### config.mk
export PLATFORM = sky130hd
export DESIGN_NAME = mpu_shake_detector
export DESIGN_NICKNAME = d
export VERILOG_FILES = /design/src/rtl/mpu_pkg.sv /design/src/rtl/mpu_frame_assembler.sv /design/src/rtl/mpu_shake_detector.sv
export SDC_FILE = /design/constraint.sdc
export NUM_CORES = 1
export LEC_CHECK = 0
export ABC_AREA = 1
export CAP_MARGIN = 20
export CORE_ASPECT_RATIO = 1.5
export CORE_UTILIZATION = 55
export CTS_CLUSTER_SIZE = 20
export DETAILED_ROUTE_END_ITERATION = 16
export PLACE_DENSITY_LB_ADDON = 0.1
export SETUP_SLACK_MARGIN = 0.1
export SLEW_MARGIN = 20
export SYNTH_ARGS = -nofsm -noshare
export SYNTH_HDL_FRONTEND = slang
export SYNTH_SLANG_ARGS = --single-unit
### constraint.sdc
create_clock -name clk -period 7.1 [get_ports clk]
set_clock_uncertainty 0.05 [all_clocks]
set_input_delay 1.42 -clock clk [delete_from_list [all_inputs] [get_ports clk]]
set_output_delay 1.42 -clock clk [all_outputs]
set_load 0.02 [all_outputs]
### src/rtl/mpu_pkg.sv
// Shared types and constants for the MPU6050 shake detector: FSM encoding,
// frame geometry, byte order and the per-axis absolute-difference helper.
package mpu_pkg;

  typedef enum logic [1:0] {
    ST_IDLE    = 2'd0,
    ST_COLLECT = 2'd1,
    ST_COMPUTE = 2'd2
  } state_t;

  localparam int FRAME_BYTES = 6;
  localparam int AXIS_W      = 16;
  localparam int METRIC_W    = 19;
  localparam int MAG_W       = AXIS_W + 1;
  localparam int NUM_AXES    = 3;

  localparam int IDX_AX_H = 0;
  localparam int IDX_AX_L = 1;
  localparam int IDX_AY_H = 2;
  localparam int IDX_AY_L = 3;
  localparam int IDX_AZ_H = 4;
  localparam int IDX_AZ_L = 5;

  // |a - b| with a 17-bit intermediate so no 16-bit pair can overflow
  function automatic logic [MAG_W-1:0] abs_diff(input logic signed [AXIS_W-1:0] a,
                                                 input logic signed [AXIS_W-1:0] b);
    logic signed [MAG_W-1:0] d;
    logic        [MAG_W-1:0] m;
    d = {a[AXIS_W-1], a} - {b[AXIS_W-1], b};
    m = d[MAG_W-1] ? -d : d;
    return m;
  endfunction

endpackage

### src/rtl/mpu_frame_assembler.sv
// Turns the I2C master's byte stream into a 48-bit big-endian frame:
// rising-edge byte capture, byte index, frame register and timeout counter.
module mpu_frame_assembler
  import mpu_pkg::*;
#(
  parameter int TIMEOUT = 400000
) (
  input  logic                     clk,
  input  logic                     rst_n,
  input  logic [7:0]               byte_in,
  input  logic                     byte_valid,
  input  logic                     collect,
  input  logic                     clear,
  output logic [8*FRAME_BYTES-1:0] frame,
  output logic                     frame_done,
  output logic                     frame_err
);

  localparam int TW = (TIMEOUT > 1) ? $clog2(TIMEOUT) : 1;

  logic                     valid_d1_reg;
  logic                     valid_d2_reg;
  logic [7:0]               data_d1_reg;
  logic [2:0]               idx_reg;
  logic [TW-1:0]            tmo_reg;
  logic [8*FRAME_BYTES-1:0] frame_reg;
  logic [8*FRAME_BYTES-1:0] frame_next;
  logic                     accept;
  logic                     tmo_hit;

  assign accept     = collect && valid_d1_reg && !valid_d2_reg;
  assign frame_done = accept && (idx_reg == 3'(IDX_AZ_L));
  assign tmo_hit    = (tmo_reg == TW'(TIMEOUT - 1));
  // A frame completing on the timeout cycle still counts as a good frame
  assign frame_err  = collect && tmo_hit && !frame_done;

  // The byte landing this cycle is merged so the top sees the full frame at once
  generate
    for (genvar gi = 0; gi < FRAME_BYTES; gi++) begin : g_byte
      localparam int HI = 8 * (FRAME_BYTES - gi) - 1;
      assign frame_next[HI -: 8] = (accept && idx_reg == 3'(gi)) ? data_d1_reg
                                                                 : frame_reg[HI -: 8];
    end
  endgenerate

  assign frame = frame_next;

  always_ff @(posedge clk or negedge rst_n) begin
    if (!rst_n) begin
      valid_d1_reg <= 1'b0;
      valid_d2_reg <= 1'b0;
      data_d1_reg  <= '0;
      idx_reg      <= '0;
      tmo_reg      <= '0;
      frame_reg    <= '0;
    end else begin
      valid_d1_reg <= byte_valid;
      valid_d2_reg <= valid_d1_reg;
      data_d1_reg  <= byte_in;
      frame_reg    <= frame_next;
      if (clear) begin
        idx_reg <= '0;
        tmo_reg <= '0;
      end else if (collect) begin
        if (accept)   idx_reg <= idx_reg + 3'd1;
        if (!tmo_hit) tmo_reg <= tmo_reg + TW'(1);
      end
    end
  end

endmodule

### src/rtl/mpu_shake_detector.sv
// Polls the MPU6050 master, assembles XYZ samples and fires a debounced shake event.
// Build option MPU_SHAKE_IIR_EN: per-axis IIR baseline instead of previous sample.
module mpu_shake_detector
  import mpu_pkg::*;
#(
  parameter int POLL_DIV        = 500000,
  parameter int TIMEOUT         = 400000,
  parameter int THRESH          = 12000,
  parameter int HOLD_SAMPLES    = 3,
  parameter int REFRACT_SAMPLES = 20
) (
  input  logic                     clk,
  input  logic                     rst_n,
  input  logic [7:0]               byte_in,
  input  logic                     byte_valid,
  output logic                     start,
  output logic signed [AXIS_W-1:0] ax,
  output logic signed [AXIS_W-1:0] ay,
  output logic signed [AXIS_W-1:0] az,
  output logic                     sample_valid,
  output logic                     shake,
  output logic                     frame_err,
  output logic [15:0]              shake_cnt
);

  localparam int PW = $clog2(POLL_DIV);

  state_t                     state_reg, state_next;
  logic [PW-1:0]              poll_reg;
  logic                       wrap;
  logic [8*FRAME_BYTES-1:0]   frame;
  logic                       frame_done;
  logic signed [AXIS_W-1:0]   cur      [NUM_AXES];
  logic signed [AXIS_W-1:0]   ref_reg  [NUM_AXES];
  logic signed [AXIS_W-1:0]   ref_next [NUM_AXES];
  logic [MAG_W-1:0]           mag      [NUM_AXES];
  logic [METRIC_W-1:0]        metric;
  logic                       over;
  logic                       primed_reg;
  logic [3:0]                 hold_reg;
  logic [7:0]                 refract_reg;
  logic signed [AXIS_W-1:0]   ax_reg, ay_reg, az_reg;
  logic                       sample_valid_reg, shake_reg;
  logic [15:0]                shake_cnt_reg;

  assign wrap  = (poll_reg == PW'(POLL_DIV - 1));
  assign start = wrap && (state_reg == ST_IDLE);

  mpu_frame_assembler #(.TIMEOUT(TIMEOUT)) u_asm (
    .clk        (clk),
    .rst_n      (rst_n),
    .byte_in    (byte_in),
    .byte_valid (byte_valid),
    .collect    (state_reg == ST_COLLECT),
    .clear      (start),
    .frame      (frame),
    .frame_done (frame_done),
    .frame_err  (frame_err)
  );

  generate
    for (genvar gi = 0; gi < NUM_AXES; gi++) begin : g_axis
      assign cur[gi] = frame[8*FRAME_BYTES-1-2*AXIS_W/2*gi*2/2 -: AXIS_W];
      assign mag[gi] = abs_diff(cur[gi], ref_reg[gi]);
`ifdef MPU_SHAKE_IIR_EN
      logic signed [MAG_W-1:0] diff;
      logic signed [MAG_W-1:0] step;
      assign diff = {cur[gi][AXIS_W-1], cur[gi]} - {ref_reg[gi][AXIS_W-1], ref_reg[gi]};
      assign step = diff >>> 3;
      assign ref_next[gi] = primed_reg
                          ? AXIS_W'({ref_reg[gi][AXIS_W-1], ref_reg[gi]} + step)
                          : cur[gi];
`else
      assign ref_next[gi] = cur[gi];
`endif
    end
  endgenerate

  assign metric = METRIC_W'(mag[0]) + METRIC_W'(mag[1]) + METRIC_W'(mag[2]);
  assign over   = metric > METRIC_W'(THRESH);

  always_comb begin
    state_next = state_reg;
    case (state_reg)
      ST_IDLE:    if (start) state_next = ST_COLLECT;
      ST_COLLECT: begin
        if (frame_done)     state_next = ST_COMPUTE;
        else if (frame_err) state_next = ST_IDLE;
      end
      ST_COMPUTE: state_next = ST_IDLE;
      default:    state_next = ST_IDLE;
    endcase
  end

  // Outputs register on the 6th-byte cycle so they appear together in COMPUTE
  always_ff @(posedge clk or negedge rst_n) begin
    if (!rst_n) begin
      state_reg        <= ST_IDLE;
      poll_reg         <= '0;
      primed_reg       <= 1'b0;
      hold_reg         <= '0;
      refract_reg      <= '0;
      ax_reg           <= '0;
      ay_reg           <= '0;
      az_reg           <= '0;
      sample_valid_reg <= 1'b0;
      shake_reg        <= 1'b0;
      shake_cnt_reg    <= '0;
      for (int i = 0; i < NUM_AXES; i++) ref_reg[i] <= '0;
    end else begin
      state_reg        <= state_next;
      poll_reg         <= wrap ? '0 : poll_reg + PW'(1);
      sample_valid_reg <= frame_done;
      shake_reg        <= 1'b0;
      if (frame_done) begin
        ax_reg     <= cur[0];
        ay_reg     <= cur[1];
        az_reg     <= cur[2];
        primed_reg <= 1'b1;
        for (int i = 0; i < NUM_AXES; i++) ref_reg[i] <= ref_next[i];
        if (primed_reg) begin
          if (refract_reg != 8'd0) begin
            refract_reg <= refract_reg - 8'd1;
            hold_reg    <= '0;
          end else if (over) begin
            if (hold_reg == 4'(HOLD_SAMPLES - 1)) begin
              shake_reg   <= 1'b1;
              hold_reg    <= '0;
              refract_reg <= 8'(REFRACT_SAMPLES);
              if (shake_cnt_reg != 16'hFFFF) shake_cnt_reg <= shake_cnt_reg + 16'd1;
            end else begin
              hold_reg <= hold_reg + 4'd1;
            end
          end else begin
            hold_reg <= '0;
          end
        end
      end
    end
  end

  assign ax           = ax_reg;
  assign ay           = ay_reg;
  assign az           = az_reg;
  assign sample_valid = sample_valid_reg;
  assign shake        = shake_reg;
  assign shake_cnt    = shake_cnt_reg;

endmodule

# ---- After elaboration in Yosys (flattened, before gate mapping)
# Index checks and enable logic that the tools add are counted.
dict set report classes {
  addsub 14
  magnitude_cmp 1
  eq_ne 13
  muxes 31
  bitwise_logic 1
  reduce_logical 26
}
# cell n
set op_table {}
lappend op_table {{19-bit two-way mux} 4}
lappend op_table {{8-bit two-way mux} 9}
lappend op_table {{17-bit two-way mux} 3}
lappend op_table {{17-bit negation} 3}
lappend op_table {{16-bit by 16-bit subtractor with 17-bit output} 3}
lappend op_table {{19-bit by 1-bit adder with 19-bit output (second input constant)} 2}
lappend op_table {{19-bit == test (second input constant)} 2}
lappend op_table {{18-bit by 17-bit adder with 19-bit output} 1}
lappend op_table {{19-bit by 14-bit greater-than comparator with 1-bit output (second input constant)} 1}
lappend op_table {{17-bit by 17-bit adder with 18-bit output} 1}
lappend op_table {{16-bit by 1-bit adder with 16-bit output (second input constant)} 1}
lappend op_table {{16-bit != test (second input constant)} 1}
lappend op_table {{4-bit two-way mux} 3}
lappend op_table {{1-bit logical AND} 11}
lappend op_table {{3-bit two-way mux} 3}
lappend op_table {{2-bit AND reduction} 4}
lappend op_table {{2-bit nonzero test} 4}
lappend op_table {{8-bit nonzero test} 1}
lappend op_table {{8-bit by 1-bit subtractor with 8-bit output (second input constant)} 1}
lappend op_table {{3-bit by 2-bit == test with 1-bit output (second input constant)} 2}
lappend op_table {{3-bit == test (second input constant)} 2}
lappend op_table {{2-bit two-way mux} 3}
lappend op_table {{6-bit AND reduction} 1}
lappend op_table {{1-bit two-way mux} 5}
lappend op_table {{other kinds (13)} 15}
dict set report word_totals {
  register_bits 180
  in_bits 11
  out_inout_bits 68
  elab_cells 103
}

# ---- Longest topological paths before layout
# Gate-level depths: netlist of the first run.
dict set report depth {
  ltp_word 15
  ltp_mapped 46
  depth_no_buf 44
}

# ---- By module
# A second synthesis of the first run with hierarchy kept.
dict set report unflattened {
  hier_cells 1995
  hier_area_um2 13890.8
}
# module instances cells_each area_each_um2 seq_area_each_um2
set by_module_without_submodules {}
lappend by_module_without_submodules {mpu_shake_detector 1 1607 10281.1 2502.4}
lappend by_module_without_submodules {mpu_frame_assembler 1 388 3609.7 2001.9}

# ---- Worst setup path after synthesis of the first run
# OpenSTA, ideal clock, no wires.
dict set report synth_timing {
  kind {register to register}
  from {register state_reg[1]}
  to {register refract_reg[0]}
  setup_time_ps 117
  t_arrival_ps 5752
  required_time_ps 6933
  path_slack_ps 1181
  path_stages_with_launch 42
  n_path_buf 3
  synth_period_minus_slack_ps 5919
  path_cell_list {dfrtp_1 -> nor2_2 -> inv_2 -> nor3_4 -> inv_2 -> nor3_4 -> clkbuf_1 -> nand2_1 -> o21ai_0 -> inv_1 -> ha_1 -> a21oi_1 -> nand2_1 -> nand3_1 -> nand2_1 -> nand3_1 -> nand2_1 -> or2_2 -> [... 6 more ...] -> fa_1 -> nand2_1 -> nand2_1 -> nand3_1 -> nand2_1 -> nand2_1 -> nand2_1 -> nand2_1 -> nand2_1 -> nor2_1 -> nand2_1 -> nor2_1 -> nand2_2 -> buf_4 -> nand3_1 -> nand2_1 -> nand2_1 -> nand2_1}
}
# element line_no
set synth_rtl {}
lappend synth_rtl {{start, declared} mpu_shake_detector.sv:28} ;# state_t state_reg, state_next;
lappend synth_rtl {{start signal, assigned} mpu_shake_detector.sv:111} ;# state_reg <= state_next;
lappend synth_rtl {{end signal, assigned} mpu_shake_detector.sv:123} ;# refract_reg <= refract_reg - 8'd1;
lappend synth_rtl {{end signal, assigned} mpu_shake_detector.sv:129} ;# refract_reg <= 8'(REFRACT_SAMPLES);
lappend synth_rtl {{end, declared} mpu_shake_detector.sv:41} ;# logic [7:0] refract_reg;

# ---- Final worst setup path of the first run
dict set report layout_timing {
  from {register state_reg[1]}
  to {register shake_cnt_reg[14], in the netlist shake_cnt[14]}
}
dict set report layout_via {
  elab_chain_len 12
  elab_cells_between_ends 28
  classes_between {add/sub: 8; order compare: 1; eq/ne: 1; mux: 9; reduce/logical: 9}
}
# element line_no
set layout_rtl {}
lappend layout_rtl {{2-bit by 1-bit == test with 1-bit output (*)} mpu_shake_detector.sv:54} ;# .collect (state_reg == ST_COLLECT),
lappend layout_rtl {{1-bit logical AND (*) (2 in series)} mpu_frame_assembler.sv:31} ;# assign accept = collect && valid_d1_reg && !valid_d2_reg;
lappend layout_rtl {{1-bit logical AND} mpu_frame_assembler.sv:41} ;# assign frame_next[HI -: 8] = (accept && idx_reg == 3'(gi)) ? data_d1_reg
lappend layout_rtl {{8-bit two-way mux} mpu_frame_assembler.sv:41}
lappend layout_rtl {{16-bit by 16-bit subtractor with 17-bit output} mpu_pkg.sv:29} ;# d = {a[AXIS_W-1], a} - {b[AXIS_W-1], b};
lappend layout_rtl {{17-bit negation} mpu_pkg.sv:30} ;# m = d[MAG_W-1] ? -d : d;
lappend layout_rtl {{17-bit two-way mux} mpu_pkg.sv:30}
lappend layout_rtl {{17-bit by 17-bit adder with 18-bit output} mpu_shake_detector.sv:79} ;# assign metric = METRIC_W'(mag[0]) + METRIC_W'(mag[1]) + METRIC_W'(mag[2]);
lappend layout_rtl {{18-bit by 17-bit adder with 19-bit output} mpu_shake_detector.sv:79}
lappend layout_rtl {{19-bit by 14-bit greater-than comparator with 1-bit output} mpu_shake_detector.sv:80} ;# assign over = metric > METRIC_W'(THRESH);
lappend layout_rtl {{6-bit AND reduction (no source line) (*)} n/a}
lappend layout_rtl {{end signal, assigned} mpu_shake_detector.sv:130} ;# if (shake_cnt_reg != 16'hFFFF) shake_cnt_reg <= shake_cnt_reg + 16'd1;
lappend layout_rtl {{end, declared} mpu_shake_detector.sv:44} ;# logic [15:0] shake_cnt_reg;
# Mark *: on every way between the ends. The rest lies on a longest branch, timed or not.
# A chain may end at the register's enable or synchronous reset.

==> results of run 1 <==
-- Yosys cell counts, drive strengths merged --
library cell	n	share of area
a211oi	1	0.00055
a21boi	4	0.0022
a21oi	82	0.030
a31oi	2	0.00091
and2	6	0.0027
buf	6	0.0023
clkbuf	18	0.0050
clkinv	1	0.00027
dfrtp	180	0.33
fa	21	0.031
ha	79	0.072
inv	364	0.10
mux2i	2	0.0015
nand2	554	0.15
nand3	142	0.053
nand3b	12	0.0066
nand4	60	0.027
nor2	160	0.045
nor3	45	0.019
nor3b	2	0.0011
nor4	10	0.0057
o21a	2	0.0011
o21ai	157	0.057
o21bai	1	0.00055
o22ai	2	0.00091
o31ai	2	0.0011
or2	11	0.0050
or3	1	0.00046
xnor2	17	0.011
xor2	58	0.037
-- final cells by class --
type | instances | share of cell area
clock inverters | 13 | 0.00879
clock buffers | 18 | 0.0278
multi-input cells | 1433 | 0.498
flip-flops and latches | 180 | 0.285
well taps | 324 | 0.0257
inverters | 365 | 0.0867
repair buffers | 111 | 0.0680
-- worst max-delay path: cells and delay by family (launching register included) --
| family | cells | cell delay (ps) |
|---|---|---|
| simple gates | 23 | 3190 |
| xor+xnor | 1 | 200 |
| fa+ha+maj | 5 | 1870 |
| buf+inv | 4 | 420 |
| flops | 1 | 400 |
| compound gates | 2 | 310 |
-- power by group --
part	total, mW	internal [mW]	switching [mW]
registers	1.03	1.03	0.00302
clock network	0.948	0.475	0.473
logic	0.0326	0.00556	0.0270
total	2.01	1.51	0.503
-- kinds of logic after synthesis --
family,synth area share
AOI/OAI and AO/OA,0.0945
muxes,0.00146
DFF,0.328
buffers and inverters,0.107
adders and majority gates,0.103
and+or+nand+nor,0.318
xor gates and xnor gates,0.0479
-- final timing paths --
check | from | to | depth (start not counted)
min | u_asm.valid_d1_reg$_DFF_PN0_ | u_asm.valid_d2_reg$_DFF_PN0_ | 0
min reg2reg | u_asm.valid_d1_reg$_DFF_PN0_ | u_asm.valid_d2_reg$_DFF_PN0_ | 0
max | state_reg[1]$_DFFE_PN0P_ | shake_cnt[14]$_DFFE_PN0P_ | 35
max in group asynchronous | rst_n | az[2]$_DFFE_PN0P_ | 2
max reg2reg | state_reg[1]$_DFFE_PN0P_ | shake_cnt[14]$_DFFE_PN0P_ | 35
min in group asynchronous | rst_n | refract_reg[4]$_DFFE_PN0P_ | 1
-- timing repair --
item,4_1_cts,5_1_grt
gates resized for setup,0,45
endpoints found under the setup margin,0,29
setup buffers,0,7
-- per-stage QoR --
stage	cell area [um2]	power [mW]	hold slack (ps)	setup slack, ps	cells
5_1_grt	15800	2.07	338	23.0	2444
3_3_place_gp	15000	1.08	318	356	2405
2_1_floorplan	13700	1.05	304	1180	2002
4_1_cts	15600	2.03	326	245	2436
6_report	15800	2.01	324	539	2444
3_5_place_dp	15000	1.09	322	275	2405
-- layer usage --
| metal | share of wire | global-route usage |
|---|---|---|
| met5 | 0 | 0 |
| met4 | 0.055 | 0.175 |
| met3 | 0.040 | 0.0400 |
| met1 | 0.39 | 0.345 |
| met2 | 0.51 | 0.544 |
-- layout by cell type (no fill, tap or decap), drive strengths merged --
cell type and n:
nor3 45, nand3b 12, inv 370, a21oi 82
nor2 160, nand3 142, or3 1, clkbuf 20
clkdlybuf4s50 77, nor3b 2, buf 32, fa 21
o21ai 157, clkinv 7, a31oi 2, nor4 10
nand4 60, o31ai 2, a21boi 4, nand2 554
or2 11, ha 79, and2 6, o21a 2
o22ai 2, mux2i 2, clkinvlp 1, dfrtp 180
xnor2 17, o21bai 1, xor2 58, a211oi 1
==> results.py, run 1 <==
metrics = {
    "setup_path": {
        "arrival_ps": 6850,
        "slowest_stage": "fa_1",
        "end_kind": "register",
        "worstSetupStartpointType": "register",
        "worstPathMaxFanout": 20,
        "r2r_slack_ps": 540,
        "critPathMostFrequentCell": "nand2_1",
        "max_stage_delay_ps": 550,
        "cp.required_ps": 7390,
        "crit_type": "register to register",
    },
    "layout": {
        "regArea_mm2": 0.00450,
        "fin_util": 0.647,
        "synthToLayoutAreaGrowth_pct": 15.1,
        "fillCellCount": 2254,
        "drive_gt1_frac": 0.0590,
        "multi_input_area_mm2": 0.00787,
        "largest_reg_flops": 48,
        "diodes": 0,
        "fin_nets": 2219,
    },
    "sta": {
        "fmax_mhz": 152,
        "slew_headroom": 0.420,
        "hold_violations": 0,
        "finalMaxSlewViolations": 0,
        "rsz0062_at_grt": "no",
        "final.period_utilization": 0.924,
        "worst_pin_slew_ps": 869,
        "tns_ps": 0,
        "finalSetupViolCount": 0,
        "fin_crit_ps": 6560,
    },
    "clock_tree": {
        "numCtsBuffers": 17,
        "path_clk_slew_ps": 80,
        "cts_num_sinks": 180,
        "cts_hold_buf": 0,
        "htree_levels": 4,
        "cts_tree": "built",
        "clk_path_buf_depth": 2,
        "cts_root_buf": "clkbuf_16",
        "clock_latency_ps": 450,
    },
    "drt": {
        "wirelength_um": 37200,
        "drtIter0Drc": 695,
        "num_vias": 13100,
        "drc": 0,
        "drtAntennaViolNets": 0,
        "wl_per_cell_um": 15.2,
        "via_per_inst": 5.37,
        "dr.pass1.iters": 6,
    },
    "synthesis": {
        "synth-warning-count": 0,
        "synth_cell_types": 43,
        "syn-cell-area_mm2": 0.0137,
        "synthCells": 2002,
        "synth_seq_cells": 180,
        "syn_avg_cell_area_um2": 6.85,
        "synth_seq_area_share": 0.328,
        "syn_nets": 2113,
    },
    "grt": {
        "grt_max_degree": 113,
        "grt_use_total": 0.306,
        "antenna_found_initial": 0,
        "grt_pass1_vias": 12600,
        "grt_pass1_wl_um": 60800,
        "gr-total-overflow": 0,
    },
    "floorplanning": {
        "boundaryPins": 79,
        "rows": 70,
        "die_x_um": 131,
        "coreArea_mm2": 0.0244,
        "die_area_mm2": 0.0256,
        "fp.dieH_um": 195,
        "start_util": 0.562,
    },
    "pwr": {
        "power.leakage_nw": 8.74,
        "power.density_mw_per_mm2": 127,
        "vdd_ir_drop_max_v": 0.000263,
    },
    "run": {
        "maxCapViolations": 0,
    },
    "place": {
        "gp_congestion": 0.983,
        "dp_hpwl_um": 29100,
        "port_buffers": 78,
    },
    "hold_path": {
        "hold_class": "register to register",
    },
    "status": {
        "status": "finished, final reports clean",
    },
}
No activity file was read; power rests on OpenSTA's default activity.
==> run 2, diff against run 1 <==
--- a/config.mk
+++ b/config.mk
@@ -8,11 +8,11 @@
 export ABC_AREA = 1
 export CAP_MARGIN = 20
 export CORE_ASPECT_RATIO = 1.5
-export CORE_UTILIZATION = 55
+export CORE_UTILIZATION = 40
 export CTS_CLUSTER_SIZE = 20
 export DETAILED_ROUTE_END_ITERATION = 16
 export PLACE_DENSITY_LB_ADDON = 0.1
-export SETUP_SLACK_MARGIN = 0.1
+export SETUP_SLACK_MARGIN = 0.02
 export SLEW_MARGIN = 20
 export SYNTH_ARGS = -nofsm -noshare
 export SYNTH_HDL_FRONTEND = slang
==> results.py, run 2 (synthesized netlist as in run 1, its figures left out) <==
metrics = {
    "hold_path": {
        "hold_class": "register to register",
        "worstHoldPathCells": 0,
        "worstHoldStart": "u_asm.valid_d1_reg$_DFF_PN0_",
        "holdPathEnd": "u_asm.valid_d2_reg$_DFF_PN0_",
    },
    "grt": {
        "grt_pass1_vias": 12800,
        "grt_use_total": 0.232,
        "grt_max_degree": 85,
        "gr-total-overflow": 0,
        "grt_pass1_wl_um": 64200,
        "antenna_found_initial": 0,
    },
    "setup_path": {
        "crit_type": "register to register",
        "worstPathMaxFanout": 13,
        "reg2reg_from": "state_reg[1]$_DFFE_PN0P_",
        "critPathMostFrequentCell": "nand2_1",
        "r2r_slack_ps": 600,
        "ff2ff_path_depth": 39,
        "arrival_ps": 6850,
        "rr_endpoint": "shake_cnt[6]$_DFFE_PN0P_",
        "slowest_stage": "fa_1",
        "max_stage_delay_ps": 540,
        "end_kind": "register",
        "worstSetupStartpointType": "register",
        "cp.required_ps": 7450,
    },
    "sta": {
        "worst_pin_slew_ps": 937,
        "rsz0062_at_grt": "no",
        "finalMaxSlewViolations": 0,
        "finalSetupViolCount": 0,
        "fin_ws_ps": 603,
        "tns_ps": 0,
        "final.period_utilization": 0.915,
        "holdWs_ps": 348,
        "slew_headroom": 0.374,
        "hold_violations": 0,
        "fmax_mhz": 154,
        "fin_crit_ps": 6500,
    },
    "drt": {
        "drtAntennaViolNets": 0,
        "wirelength_um": 39200,
        "num_vias": 12900,
        "drc": 0,
        "drtIter0Drc": 605,
        "via_per_inst": 5.08,
        "wl_per_cell_um": 15.4,
        "dr.pass1.iters": 6,
    },
    "place": {
        "port_buffers": 78,
        "preCtsSetupSlack_ps": 248,
        "dp_hpwl_um": 31500,
        "gp_congestion": 0.911,
    },
    "floorplanning": {
        "rows": 82,
        "die_area_mm2": 0.0351,
        "boundaryPins": 79,
        "start_util": 0.409,
        "die_x_um": 153,
        "fp.dieH_um": 229,
        "coreArea_mm2": 0.0335,
    },
    "pwr": {
        "power.leakage_nw": 8.73,
        "vdd_ir_drop_max_v": 0.000141,
        "power.density_mw_per_mm2": 131,
        "p_total_mw": 2.08,
    },
    "layout": {
        "fillCellCount": 3437,
        "diodes": 0,
        "final_cell_mix": "547 x nand2_1, 361 x inv_1, 180 x dfrtp_1, 153 x nor2_1, 151 x o21ai_0",
        "synthToLayoutAreaGrowth_pct": 15.6,
        "largest_reg_flops": 48,
        "mostFrequentLayoutCell": "nand2_1",
        "fin_nets": 2220,
        "drive_gt1_frac": 0.0509,
        "fin_util": 0.473,
    },
    "clock_tree": {
        "clock_latency_ps": 460,
        "path_clk_slew_ps": 80,
        "cts_root_buf": "clkbuf_16",
        "htree_levels": 4,
        "cts_hold_buf": 0,
        "numCtsBuffers": 17,
        "cts_num_sinks": 180,
        "clk_path_buf_depth": 2,
        "cts_tree": "built",
    },
    "run": {
        "maxCapViolations": 0,
    },
    "status": {
        "status": "finished, final reports clean",
    },
}
==> run 2: critical path, delay by kind of cell (launching register included) <==
kind	cells	cell delay [ps]
xor+xnor	1	190
compound gates	1	150
buf+inv	7	910
simple gates	26	3100
flops	1	390
fa+ha+maj	4	1620
==> run 2: cell type report <==
type                    instances  area, um2  share of cell area
repair buffers                112       1040              0.0658
inverters                     365       1370              0.0864
well taps                     420        526              0.0331
multi-input cells            1433       7790               0.491
clock buffers                  17        425              0.0268
flip-flops and latches        180       4500               0.284
clock inverters                15        196              0.0124
==> run 2: power breakdown <==
part           internal, mW  switching [mW]
clock network         0.536           0.479
logic               0.00593          0.0290
registers              1.03         0.00284
==> run 2: worst max-delay path by stage <==
stage                                  start                         end  slack, ps  cells after the start
global placement    state_reg[1]$_DFFE_PN0P_    shake_cnt[2]$_DFFE_PN0P_        300                     37
global route        state_reg[1]$_DFFE_PN0P_   shake_cnt[12]$_DFFE_PN0P_         30                     42
floorplan           state_reg[1]$_DFFE_PN0P_  refract_reg[0]$_DFFE_PN0P_       1180                     41
CTS                 state_reg[1]$_DFFE_PN0P_    shake_cnt[2]$_DFFE_PN0P_        220                     37
finish              state_reg[1]$_DFFE_PN0P_    shake_cnt[6]$_DFFE_PN0P_        600                     39
detailed placement  state_reg[1]$_DFFE_PN0P_    shake_cnt[7]$_DFFE_PN0P_        250                     37
==> run 2: per-layer routing <==
metal  part of all wire  up-vias  global-route usage
met4              0.032        0               0.100
met2               0.54      218               0.451
met1               0.41     6048               0.250
met3              0.022       62              0.0254
met5                  0        -                   0
li1                   -     6584                   -
==> run 2: through the flow <==
step | cell area, um2 | std cells
2_1_floorplan | 13700 | 2002
3_3_place_gp | 15200 | 2508
3_5_place_dp | 15200 | 2508
4_1_cts | 15800 | 2540
5_1_grt | 15900 | 2542
6_report | 15900 | 2542
==> run 2: what timing repair did <==
item / in CTS / in global routing
setup endpoints to repair: 0 / 28
buffers inserted: 0 / 2
gates resized for setup: 0 / 21
